`config.mk`:
```
export PLATFORM = sky130hd
export DESIGN_NAME = seg7_capture_flat
export DESIGN_NICKNAME = d
export VERILOG_FILES = /design/src/rtl/seg7_capture_if.sv /design/src/rtl/seg7_capture.sv /design/src/flat_wrapper.sv
export SDC_FILE = /design/constraint.sdc
export NUM_CORES = 1
export LEC_CHECK = 0
export ABC_CLOCK_PERIOD_IN_PS = 8200
export BUFFER_PORTS_ARGS = -buffer_cell sky130_fd_sc_hd__buf_2
export CORE_UTILIZATION = 61
export DETAILED_ROUTE_END_ITERATION = 6
export HOLD_SLACK_MARGIN = 0.15
export PLACE_DENSITY = 0.89
export SYNTH_ARGS = -nofsm -noshare
export SYNTH_HDL_FRONTEND = slang
export SYNTH_SLANG_ARGS = --single-unit
export TNS_END_PERCENT = 20
```
`constraint.sdc`:
```
create_clock -name CLK -period 8.2 [get_ports CLK]
set_input_delay 1.64 -clock CLK [delete_from_list [all_inputs] [get_ports CLK]]
set_output_delay 1.64 -clock CLK [all_outputs]
set_load 0.02 [all_outputs]
```
`src/rtl/seg7_capture_if.sv`:
```
// Bus bundle between the multiplexed 7-segment display lines and the
// capture block. The display side (master) drives the active-low select
// and segment lines; the capture side (slave) returns the decoded word,
// status pulses and a debug view of its frame state machine.
//
// Handshake semantics: there is no valid/ready flow control on this bus.
// tubeSelect/tubeDisplay are free-running levels. dataValid, frameDone and
// segError are single-cycle pulses, qualified by nothing else.
// dataOut and errCount are levels that hold between updates.
interface seg7_capture_if;
  logic [7:0]  tubeSelect;
  logic [7:0]  tubeDisplay;
  logic [31:0] dataOut;
  logic        dataValid;
  logic        frameDone;
  logic        segError;
  logic [7:0]  errCount;
  logic        locked;
  logic [1:0]  frame_state;

  modport master (
    output tubeSelect, tubeDisplay,
    input  dataOut, dataValid, frameDone, segError, errCount, locked, frame_state
  );

  modport slave (
    input  tubeSelect, tubeDisplay,
    output dataOut, dataValid, frameDone, segError, errCount, locked, frame_state
  );
endinterface

```
`src/rtl/seg7_capture.sv`:
```
// Seven-segment scan decoder. It samples the active-low digit-select and
// segment lines of an 8-digit multiplexed hex display and decodes each
// settled digit back to a nibble. It publishes the 32-bit word once that
// word has been seen in STABLE_FRAMES consecutive identical complete frames.
module seg7_capture #(
  parameter int SETTLE        = 4,
  parameter int STABLE_FRAMES = 2
) (
  input logic          CLK,
  input logic          RST,
  seg7_capture_if.slave bus
);

  typedef enum logic [1:0] {
    EMPTY    = 2'd0,
    FILLING  = 2'd1,
    COMPLETE = 2'd2
  } frame_state_t;

  logic [7:0]   sel_m, sel_s, sel_q;
  logic [7:0]   disp_m, disp_s, disp_q;
  logic [3:0]   settle_cnt;
  logic [7:0]   bitmap, bitmap_nx;
  logic [31:0]  frame, frame_nx;
  logic [31:0]  last_frame;
  logic [31:0]  data_out;
  logic [2:0]   match_cnt, match_nx;
  logic         data_valid, frame_done, seg_error, locked_q;
  logic [7:0]   err_count;
  frame_state_t state, state_nx;

  logic         changed, strobe, sel_single, cap_ok, cap_err, full, publish;
  logic [7:0]   sel_n;
  logic [2:0]   digit_idx;
  logic [4:0]   dec;

  // Active-low segment pattern (dp excluded) to {ok, nibble}.
  function automatic logic [4:0] decode(input logic [6:0] seg);
    case (seg)
      7'h40: decode = 5'h10;
      7'h79: decode = 5'h11;
      7'h24: decode = 5'h12;
      7'h30: decode = 5'h13;
      7'h19: decode = 5'h14;
      7'h12: decode = 5'h15;
      7'h02: decode = 5'h16;
      7'h78: decode = 5'h17;
      7'h00: decode = 5'h18;
      7'h10: decode = 5'h19;
      7'h08: decode = 5'h1A;
      7'h03: decode = 5'h1B;
      7'h46: decode = 5'h1C;
      7'h21: decode = 5'h1D;
      7'h06: decode = 5'h1E;
      7'h0E: decode = 5'h1F;
      default: decode = 5'h00;
    endcase
  endfunction

  // Two-flop synchronizers plus a one-cycle-delayed copy for change detection.
  always_ff @(posedge CLK or posedge RST) begin
    if (RST) begin
      sel_m  <= 8'hFF;
      sel_s  <= 8'hFF;
      sel_q  <= 8'hFF;
      disp_m <= 8'hFF;
      disp_s <= 8'hFF;
      disp_q <= 8'hFF;
    end else begin
      sel_m  <= bus.tubeSelect;
      sel_s  <= sel_m;
      sel_q  <= sel_s;
      disp_m <= bus.tubeDisplay;
      disp_s <= disp_m;
      disp_q <= disp_s;
    end
  end

  // Settle counter restarts on any change and saturates at SETTLE.
  always_ff @(posedge CLK or posedge RST) begin
    if (RST)
      settle_cnt <= 4'd0;
    else if (changed)
      settle_cnt <= 4'd0;
    else if (settle_cnt != 4'(SETTLE))
      settle_cnt <= settle_cnt + 4'd1;
  end

  // Capture qualification: the strobe fires once per dwell, as the counter
  // reaches SETTLE. Only a single low select bit makes it a real capture.
  always_comb begin
    changed    = (sel_s != sel_q) || (disp_s != disp_q);
    strobe     = !changed && (settle_cnt == 4'(SETTLE - 1));
    sel_n      = ~sel_s;
    sel_single = (sel_n != 8'd0) && ((sel_n & (sel_n - 8'd1)) == 8'd0);
    digit_idx  = 3'd0;
    for (int i = 0; i < 8; i++)
      if (sel_n[i]) digit_idx = 3'(i);
    dec     = decode(disp_s[6:0]);
    cap_ok  = strobe && sel_single && dec[4];
    cap_err = strobe && sel_single && !dec[4];
  end

  // Frame next-state: bitmap/frame update, completion, match and publish.
  // Completion is detected on the incoming bitmap, so the frame-done actions
  // land on the edge that ends the COMPLETE cycle's predecessor. The bitmap
  // is therefore already clear for any capture during COMPLETE.
  always_comb begin
    bitmap_nx = bitmap;
    frame_nx  = frame;
    state_nx  = state;
    match_nx  = match_cnt;
    if (cap_err) begin
      bitmap_nx = 8'd0;
    end else if (cap_ok) begin
      bitmap_nx[digit_idx]              = 1'b1;
      frame_nx[{digit_idx, 2'b00} +: 4] = dec[3:0];
    end
    full = (bitmap_nx == 8'hFF);
    if (frame_nx == last_frame)
      match_nx = (match_cnt == 3'(STABLE_FRAMES)) ? match_cnt : match_cnt + 3'd1;
    else
      match_nx = 3'd1;
    publish = full && (match_nx == 3'(STABLE_FRAMES)) &&
              (!locked_q || (frame_nx != data_out));
    case (state)
      EMPTY:    if (cap_ok) state_nx = FILLING;
      FILLING:  if (cap_err) state_nx = EMPTY;
                else if (full) state_nx = COMPLETE;
      COMPLETE: state_nx = cap_ok ? FILLING : EMPTY;
      default:  state_nx = EMPTY;
    endcase
  end

  // Frame state register and all registered outputs.
  always_ff @(posedge CLK or posedge RST) begin
    if (RST) begin
      state      <= EMPTY;
      bitmap     <= 8'd0;
      frame      <= 32'd0;
      last_frame <= 32'd0;
      match_cnt  <= 3'd0;
      data_out   <= 32'd0;
      data_valid <= 1'b0;
      frame_done <= 1'b0;
      seg_error  <= 1'b0;
      err_count  <= 8'd0;
      locked_q   <= 1'b0;
    end else begin
      state      <= state_nx;
      bitmap     <= full ? 8'd0 : bitmap_nx;
      frame      <= frame_nx;
      frame_done <= full;
      data_valid <= publish;
      seg_error  <= cap_err;
      if (cap_err && err_count != 8'hFF)
        err_count <= err_count + 8'd1;
      if (full) begin
        last_frame <= frame_nx;
        match_cnt  <= match_nx;
      end
      if (publish) begin
        data_out <= frame_nx;
        locked_q <= 1'b1;
      end
    end
  end

  assign bus.dataOut     = data_out;
  assign bus.dataValid   = data_valid;
  assign bus.frameDone   = frame_done;
  assign bus.segError    = seg_error;
  assign bus.errCount    = err_count;
  assign bus.locked      = locked_q;
  assign bus.frame_state = state;

endmodule
```
`src/flat_wrapper.sv`:
```
// flat-port wrapper written by rule: the top's interface ports become plain ports
module seg7_capture_flat 
#(
  parameter int SETTLE        = 4,
  parameter int STABLE_FRAMES = 2
)
  (CLK, RST, bus_tubeSelect, bus_tubeDisplay, bus_dataOut, bus_dataValid, bus_frameDone, bus_segError, bus_errCount, bus_locked, bus_frame_state);
  seg7_capture_if bus_i ();
  input logic CLK;
  input logic RST;
  input wire logic [$bits(bus_i.tubeSelect)-1:0] bus_tubeSelect;
  input wire logic [$bits(bus_i.tubeDisplay)-1:0] bus_tubeDisplay;
  output wire logic [$bits(bus_i.dataOut)-1:0] bus_dataOut;
  output wire logic [$bits(bus_i.dataValid)-1:0] bus_dataValid;
  output wire logic [$bits(bus_i.frameDone)-1:0] bus_frameDone;
  output wire logic [$bits(bus_i.segError)-1:0] bus_segError;
  output wire logic [$bits(bus_i.errCount)-1:0] bus_errCount;
  output wire logic [$bits(bus_i.locked)-1:0] bus_locked;
  output wire logic [$bits(bus_i.frame_state)-1:0] bus_frame_state;
  assign bus_i.tubeSelect = bus_tubeSelect;
  assign bus_i.tubeDisplay = bus_tubeDisplay;
  assign bus_dataOut = bus_i.dataOut;
  assign bus_dataValid = bus_i.dataValid;
  assign bus_frameDone = bus_i.frameDone;
  assign bus_segError = bus_i.segError;
  assign bus_errCount = bus_i.errCount;
  assign bus_locked = bus_i.locked;
  assign bus_frame_state = bus_i.frame_state;
  seg7_capture #(.SETTLE(SETTLE), .STABLE_FRAMES(STABLE_FRAMES)) u_core (.CLK(CLK), .RST(RST), .bus(bus_i));
endmodule
```
==> results of run 1 <==
## layout by cell type, fill, tap and decap left out, drive strengths merged, types with 7 or more instances in the layout
| cell type | count |
|---|---|
| dfrtp | 125 |
| buf | 78 |
| nor2 | 74 |
| nand2 | 58 |
| inv | 56 |
| a21oi | 55 |
| o21ai | 52 |
| mux2 | 52 |
| dfstp | 48 |
| xor2 | 36 |
| xnor2 | 35 |
| nand3 | 31 |
| nor3 | 28 |
| nand4 | 25 |
| clkbuf | 21 |
| nor4 | 20 |
| nand2b | 18 |
| nor2b | 17 |
| mux2i | 16 |
| o2111ai | 14 |
| or4 | 11 |
| a31oi | 11 |
| nor3b | 10 |
| o22ai | 9 |
| or3 | 8 |
| o211ai | 8 |
| ha | 8 |
| nand3b | 7 |
| and3 | 7 |
## sequential cells by signal, summed over array words and instances (netlist names)
| register | flops |
|---|---|
| u_core.disp_m | 8 |
| u_core.bus.dataValid | 1 |
| u_core.disp_s | 8 |
| u_core.settle_cnt | 4 |
| u_core.bus.locked | 1 |
| u_core.bus.segError | 1 |
| u_core.bus.errCount | 8 |
| u_core.disp_q | 8 |
| u_core.bus.dataOut | 32 |
| u_core.bitmap | 8 |
| u_core.bus.frame_state | 2 |
| u_core.sel_q | 8 |
| u_core.frame | 32 |
| u_core.sel_s | 8 |
| u_core.sel_m | 8 |
| u_core.last_frame | 32 |
| u_core.bus.frameDone | 1 |
| u_core.match_cnt | 3 |
## area by class of cell
cell class	count	share of cell area (%)
tap	216	2.46
clock buffer	21	4.68
inverter	48	1.68
clock inverter	11	0.967
sequential	173	39.9
timing repair buffer	78	4.01
multi-input combinational	729	46.3
## how the worst max path moves through the flow
stage	slack, ns	cells after the start	end
2_1_floorplan	1.95	1	u_core.bitmap[0]
3_3_place_gp	1.85	16	u_core.bus.dataOut[31]
3_5_place_dp	1.64	16	u_core.bus.dataOut[29]
4_1_cts	1.60	16	u_core.bus.dataOut[29]
5_1_grt	1.10	16	u_core.bus.dataOut[29]
6_report	1.34	16	u_core.bus.dataOut[29]
## logic make-up after synthesis
| logic type | synth area share, % |
|---|---|
| XOR/XNOR | 6.32 |
| AND/OR/NAND/NOR | 20.0 |
| multiplexers | 8.69 |
| buffers and inverters | 3.94 |
| adder cells (fa/ha/maj) | 1.12 |
| flip-flops | 44.6 |
| AO/OA/AOI/OAI | 15.4 |
## stage by stage
step	power [mW]	std cells
global placement	0.984	1244
CTS	1.82	1276
finish	1.82	1276
global route	1.86	1276
floorplan	0.959	996
detailed placement	0.987	1244
## layer usage
metal	GRT usage [%]	wire, um
met1	53.9	12400
met2	57.3	13500
met3	11.6	3630
met4	20.0	1730
met5	0	0
## report_power, final
part / internal (mW) / leakage (nW) / total (mW) / switching, mW
logic: 0.0237 / 2.42 / 0.0840 / 0.0603
clock network: 0.464 / 0.305 / 0.841 / 0.377
registers: 0.875 / 2.25 / 0.891 / 0.0161
total: 1.36 / 4.97 / 1.82 / 0.453
## critical path, stage by stage (launching register included)
cell      delay [ns]
dfstp_2         0.66
nand3b_1        0.17
a31oi_2         0.45
inv_1           0.28
ha_1            0.28
ha_1            0.25
a311oi_1        0.59
nand2b_1        0.14
nor4_1          0.82
nand2_1         0.39
o22a_1          0.31
a221o_1         0.28
nor4_1          0.35
nand4_1         0.20
a211oi_4        0.89
buf_12          0.30
mux2_2          0.36
==> summary.txt, run 1 <==
Place
  – Placed Area: 10400 um^2
  – Post-DP HPWL: 23100 um
  – Place WS: 1.64 ns
  – Port Buf Inserts: 63
  – RD Place Congestion: 1.11

Logic synthesis
  – Syn Area/Cell: 9.89 um^2
  – Post-synth top cells: dfrtp_1 (125), nor2_1 (73), nand2_1 (58)
  – Ranking of synthesized cells by area: dfrtp_1 (32%), dfstp_2 (13%), mux2_4 (4.0%), xor2_1 (3.2%), xnor2_1 (3.1%)
  – Synth Cell Area: 9850 um^2
  – Main synth FF type: dfrtp_1
  – Synth unique cells: 84
  – Post-Syn Instances: 996
  – Seq cells post-synth: 173
  – Post-synth EDFFs: 0
  – Ys Warns: 0
  – Share of the synthesized area in the top cell type: 31.8%
  – Cell taking the most area after synthesis: dfrtp_1
  – Async S/R FF share, synth: 100%
  – Register area share after synthesis: 44.6%
  – Syn nets: 1022
  – Top-count cell post-synth: dfrtp_1

Power and ir drop
  – Peak supply drop: 0.140 mV
  – PD cells: 165 nW/um^2
  – Leakage power: 4.97 nW

Worst hold path
  – WHS Endpoint: u_core.sel_s[3]
  – Hold Crit Depth: 0
  – HP Start: u_core.sel_m[3]
  – Hold WC Path Type: reg -> reg

Routing
  – DRC Markers: 0
  – Vias after detailed routing: 8729
  – Pre-antenna DRT Iters: 6
  – Antenna Nets Post-Route: 0
  – Routed len/inst: 24.5 um
  – Iter 0 DRT Violations: 1203
  – Via density: 6.84
  – Final wirelength: 31300 um

STA
  – Slew Limit Fails: 0
  – Fin crit period: 6.86 ns
  – Hold Vio Cnt, Final: 0
  – Max frequency: 146 MHz
  – Final-report setup violation count: 0
  – Setup TNS: 0 ns
  – Worst setup margin: 1.34 ns
  – Post-route clock skew: 0.0114 ns
  – Hold Slack: 0.355 ns
  – RSZ-0062 raised after global routing: false
  – Final worst-path cycle share: 83.6%
  – Slew at the pin with the worst max-slew slack: 1.04 ns
  – Max transition margin: 29.7%

Floorplanning
  – Ports: 64
  – Effective utilization at floorplan: 62.2%
  – Area of the core: 15800 um^2
  – Num rows: 46
  – Die W: 129 um
  – Die height: 129 um
  – Die area: 16700 um^2

Setup path
  – FF-to-FF End: u_core.bus.dataOut[29]
  – Reg-to-Reg Start: u_core.sel_s[4]
  – CP startpoint: u_core.sel_s[4]
  – Worst-path maximum fanout: 21
  – Critical path data arrival time: 7.18 ns
  – Worst Setup Start Kind: register
  – Reg2reg setup slack: 1.34 ns
  – Path depth of the worst reg2reg path: 16
  – Critical path capture point type: register
  – Setup Crit Path Kind: reg -> reg
  – Critical Path RT: 8.52 ns

Clocking
  – Postcts setup bufs: 0
  – Root Driver: clkbuf_16
  – Clock Latency Late Sink: 0.44 ns
  – H-tree lvl count: 4
  – Max Root-Sink Buffers: 2
  – CTS tree: built
  – Total clock sinks: 173
  – Num CTS Buffers: 17
  – Worst-path clk slew: 0.07 ns
  – CTS Hold Bufs: 0
  – CTS resizes: 0

Finish
  – Layout filler cell count: 1204
  – Area occupied by multi-input gates: 5090 um^2
  – Core Util, Final: 69.5%
  – Share of cells above drive strength 1: 21.8%
  – Syn-to-layout area delta: 11.7%
  – Post-route cell area: 11000 um^2
  – Nets: 1073
  – N_diodes: 0
  – FF+latch area: 4390 um^2

Global routing
  – Total track usage: 39.4%
  – Largest net degree at the start of global routing: 96
  – Vias in the first global route: 8224
  – Overflow after GRT: 0
  – Initial antenna violation count: 0
  – First-pass GRT wire length: 48300 um

Run
  – MaxCap Viol Count: 0

Status
  – Status: completed
Note: power is estimated with default switching activity, not from simulation.
==> inputs of run 2 (changes only) <==
--- a/config.mk
+++ b/config.mk
@@ -5,7 +5,7 @@
 export SDC_FILE = /design/constraint.sdc
 export NUM_CORES = 1
 export LEC_CHECK = 0
-export ABC_CLOCK_PERIOD_IN_PS = 8200
+export ABC_CLOCK_PERIOD_IN_PS = 7200
 export BUFFER_PORTS_ARGS = -buffer_cell sky130_fd_sc_hd__buf_2
 export CORE_UTILIZATION = 61
 export DETAILED_ROUTE_END_ITERATION = 6
==> constraint.sdc (replaced) <==
create_clock -name CLK -period 7.2 [get_ports CLK]
set_input_delay 1.44 -clock CLK [delete_from_list [all_inputs] [get_ports CLK]]
set_output_delay 1.44 -clock CLK [all_outputs]
set_load 0.02 [all_outputs]
==> run 2 against run 1 <==
Non-clock buffer count grew 3. First-iteration DRC count grew 5.8%. Critical path type unchanged. Hold slack about the same. Clock skew is 0.0089 ns higher. Largest cell class unchanged. Setup slack lost 0.55 ns.
==> summary.txt, run 2 (synthesis results as in run 1) <==
Worst hold path
  – HP Start: u_core.sel_m[3]
  – Hold WC Path Type: reg -> reg

Floorplanning
  – Area of the core: 15800 um^2 (unchanged)
  – Effective utilization at floorplan: 62.2% (unchanged)
  – Ports: 64 (unchanged)
  – Die area: 16700 um^2 (unchanged)
  – Num rows: 46 (unchanged)
  – Die W: 129 um (unchanged)
  – Die height: 129 um (unchanged)

Setup path
  – Critical path data arrival time: 6.73 ns (-0.45 ns)
  – Reg-to-Reg Start: u_core.sel_s[4]
  – Worst-path maximum fanout: 21 (unchanged)
  – Slowest CP cell: dfstp_2
  – Cell Chain, Critical Path: nand3b_1 > a31oi_2 > inv_1 > ha_1 > ha_1 > a311oi_1 > and2_1 > nand4_1 > nor2_1 > mux2i_1 > xor2_1 > or4b_2 > nor4_1 > a211oi_4 > buf_4 > mux2_4
  – Most used cell, CP: ha_1
  – Worst Setup Start Kind: register
  – CP startpoint: u_core.sel_s[4]
  – Critical Path RT: 7.53 ns (-0.99 ns)
  – CP peak stage delay: 0.67 ns (-0.22 ns)
  – Setup Crit Path Kind: reg -> reg
  – Critical path capture point type: register

Clocking
  – Max Root-Sink Buffers: 2 (unchanged)
  – Total clock sinks: 173 (unchanged)
  – Postcts setup bufs: 0 (unchanged)
  – Clock Latency Late Sink: 0.46 ns (+0.02 ns)
  – CTS Hold Bufs: 0 (unchanged)
  – H-tree lvl count: 4 (unchanged)
  – Root Driver: clkbuf_16
  – Worst-path clk slew: 0.07 ns (about the same)
  – Num CTS Buffers: 17 (unchanged)
  – CTS tree: built
  – CTS resizes: 0 (unchanged)

STA
  – Fin crit period: 6.40 ns (-0.455 ns)
  – Max frequency: 156 MHz (+7.1%)
  – Final worst-path cycle share: 88.9% (+5.3 points)
  – Setup TNS: 0 ns (unchanged)
  – Hold Vio Cnt, Final: 0 (unchanged)
  – Slew at the pin with the worst max-slew slack: 0.924 ns (-0.121 ns)
  – Final-report setup violation count: 0 (unchanged)
  – RSZ-0062 raised after global routing: false
  – Post-route clock skew: 0.0203 ns (+0.00894 ns)
  – Slew Limit Fails: 0 (unchanged)
  – Max transition margin: 38.0% (+8.3 points)
  – Worst setup margin: 0.796 ns (-0.545 ns)

Global routing
  – Overflow after GRT: 0 (unchanged)
  – Total track usage: 39.7% (+0.28 points)
  – Largest net degree at the start of global routing: 77 (-20%)
  – Initial antenna violation count: 2 (+2)
  – Vias in the first global route: 8223 (-0.012%)
  – First-pass GRT wire length: 48200 um (-0.31%)

Finish
  – Most frequent cells in the layout: dfrtp_1 (125), nor2_1 (73), buf_2 (63), nand2_1 (58), a21oi_1 (55)
  – Layout filler cell count: 1221 (+1.4%)
  – Syn-to-layout area delta: 11.3%
  – Share of cells above drive strength 1: 21.9% (+0.13 points)
  – Nets: 1076 (+0.28%)
  – Commonest non-fill, non-tap cell in the layout: dfrtp_1
  – Fin cells: 1280 (+0.31%)

Power and ir drop
  – Overall power: 2.02 mW (+11%)
  – Leakage power: 4.96 nW (-0.23%)
  – PD cells: 184 nW/um^2 (+11%)
  – Peak supply drop: 0.170 mV (+21%)

Routing
  – DRC Markers: 0 (unchanged)
  – Final wirelength: 31500 um (+0.67%)
  – Routed len/inst: 24.6 um (+0.35%)
  – Pre-antenna DRT Iters: 6 (unchanged)
  – Iter 0 DRT Violations: 1273 (+5.8%)
  – Via density: 6.86 (+0.21%)
  – Vias after detailed routing: 8775 (+0.53%)
  – Antenna Nets Post-Route: 0 (unchanged)

Run
  – MaxCap Viol Count: 0 (unchanged)

Place
  – RD Place Congestion: 1.10 (-0.51%)
  – Post-DP HPWL: 23100 um (+0.19%)
  – Cells after DPL: 1247 (+0.24%)
  – Place WS: 1.07 ns (-0.573 ns)
  – Port Buf Inserts: 63 (unchanged)

Status
  – Status: completed
-- run 2: cell count changes in the layout (fill, tap and decap cells not counted), sizes merged --
| cell | before | now |
|---|---|---|
| buf | 78 | 81 |
| clkbuf | 21 | 19 |
| diode | 0 | 1 |
| inv | 56 | 58 |
-- run 2: layer usage --
metal | global-route usage, % | vias up | wire length, um
met5 | 0 | - | 0
met4 | 21.1 | 0 | 1610
met3 | 11.0 | 130 | 3250
met2 | 58.9 | 614 | 14000
met1 | 53.3 | 4268 | 12600
li1 | - | 3763 | -
-- run 2: power breakdown --
part,total (mW),switching (mW),internal [mW]
sequential,1.02,0.0185,0.997
combinational,0.0954,0.0678,0.0275
clock,0.906,0.431,0.476
total,2.02,0.517,1.50
-- run 2: worst paths after layout --
path / end / slack [ns] / cells after the start
max: u_core.bus.dataOut[20] / 0.80 / 16
min: u_core.sel_s[3] / 0.35 / 0
max reg2reg: u_core.bus.dataOut[20] / 0.80 / 16
min reg2reg: u_core.sel_s[3] / 0.35 / 0
max in group asynchronous: u_core.last_frame[5] / 5.08 / 3
min in group asynchronous: u_core.frame[26] / 0.93 / 2
-- run 2: metrics by stage --
step,hold slack (ns),cell area (um^2),util (%)
6_report,0.355,11000,69.2
5_1_grt,0.358,11000,69.2
4_1_cts,0.356,11000,69.2
3_5_place_dp,0.347,10400,65.6
3_3_place_gp,0.346,10400,65.6
2_1_floorplan,0.345,9850,-
-- run 2: layout make-up --
| type | count | area, um^2 | area share [%] |
|---|---|---|---|
| clock inverter | 13 | 115 | 1.05 |
| clock buffer | 19 | 454 | 4.15 |
| antenna | 1 | 2.50 | 0.0228 |
| inverter | 48 | 185 | 1.69 |
| sequential | 173 | 4390 | 40.1 |
| tap | 216 | 270 | 2.47 |
| timing repair buffer | 81 | 450 | 4.11 |
| multi-input combinational | 729 | 5090 | 46.5 |
-- run 2: worst max-delay path, delay by kind of cell (launching register included) --
family / cells / cell delay (ns)
simple gates: 6 / 2.35
compound gates: 3 / 1.14
mux: 2 / 0.81
flops: 1 / 0.67
buf+inv: 2 / 0.57
fa+ha+maj: 2 / 0.53
xor+xnor: 1 / 0.18
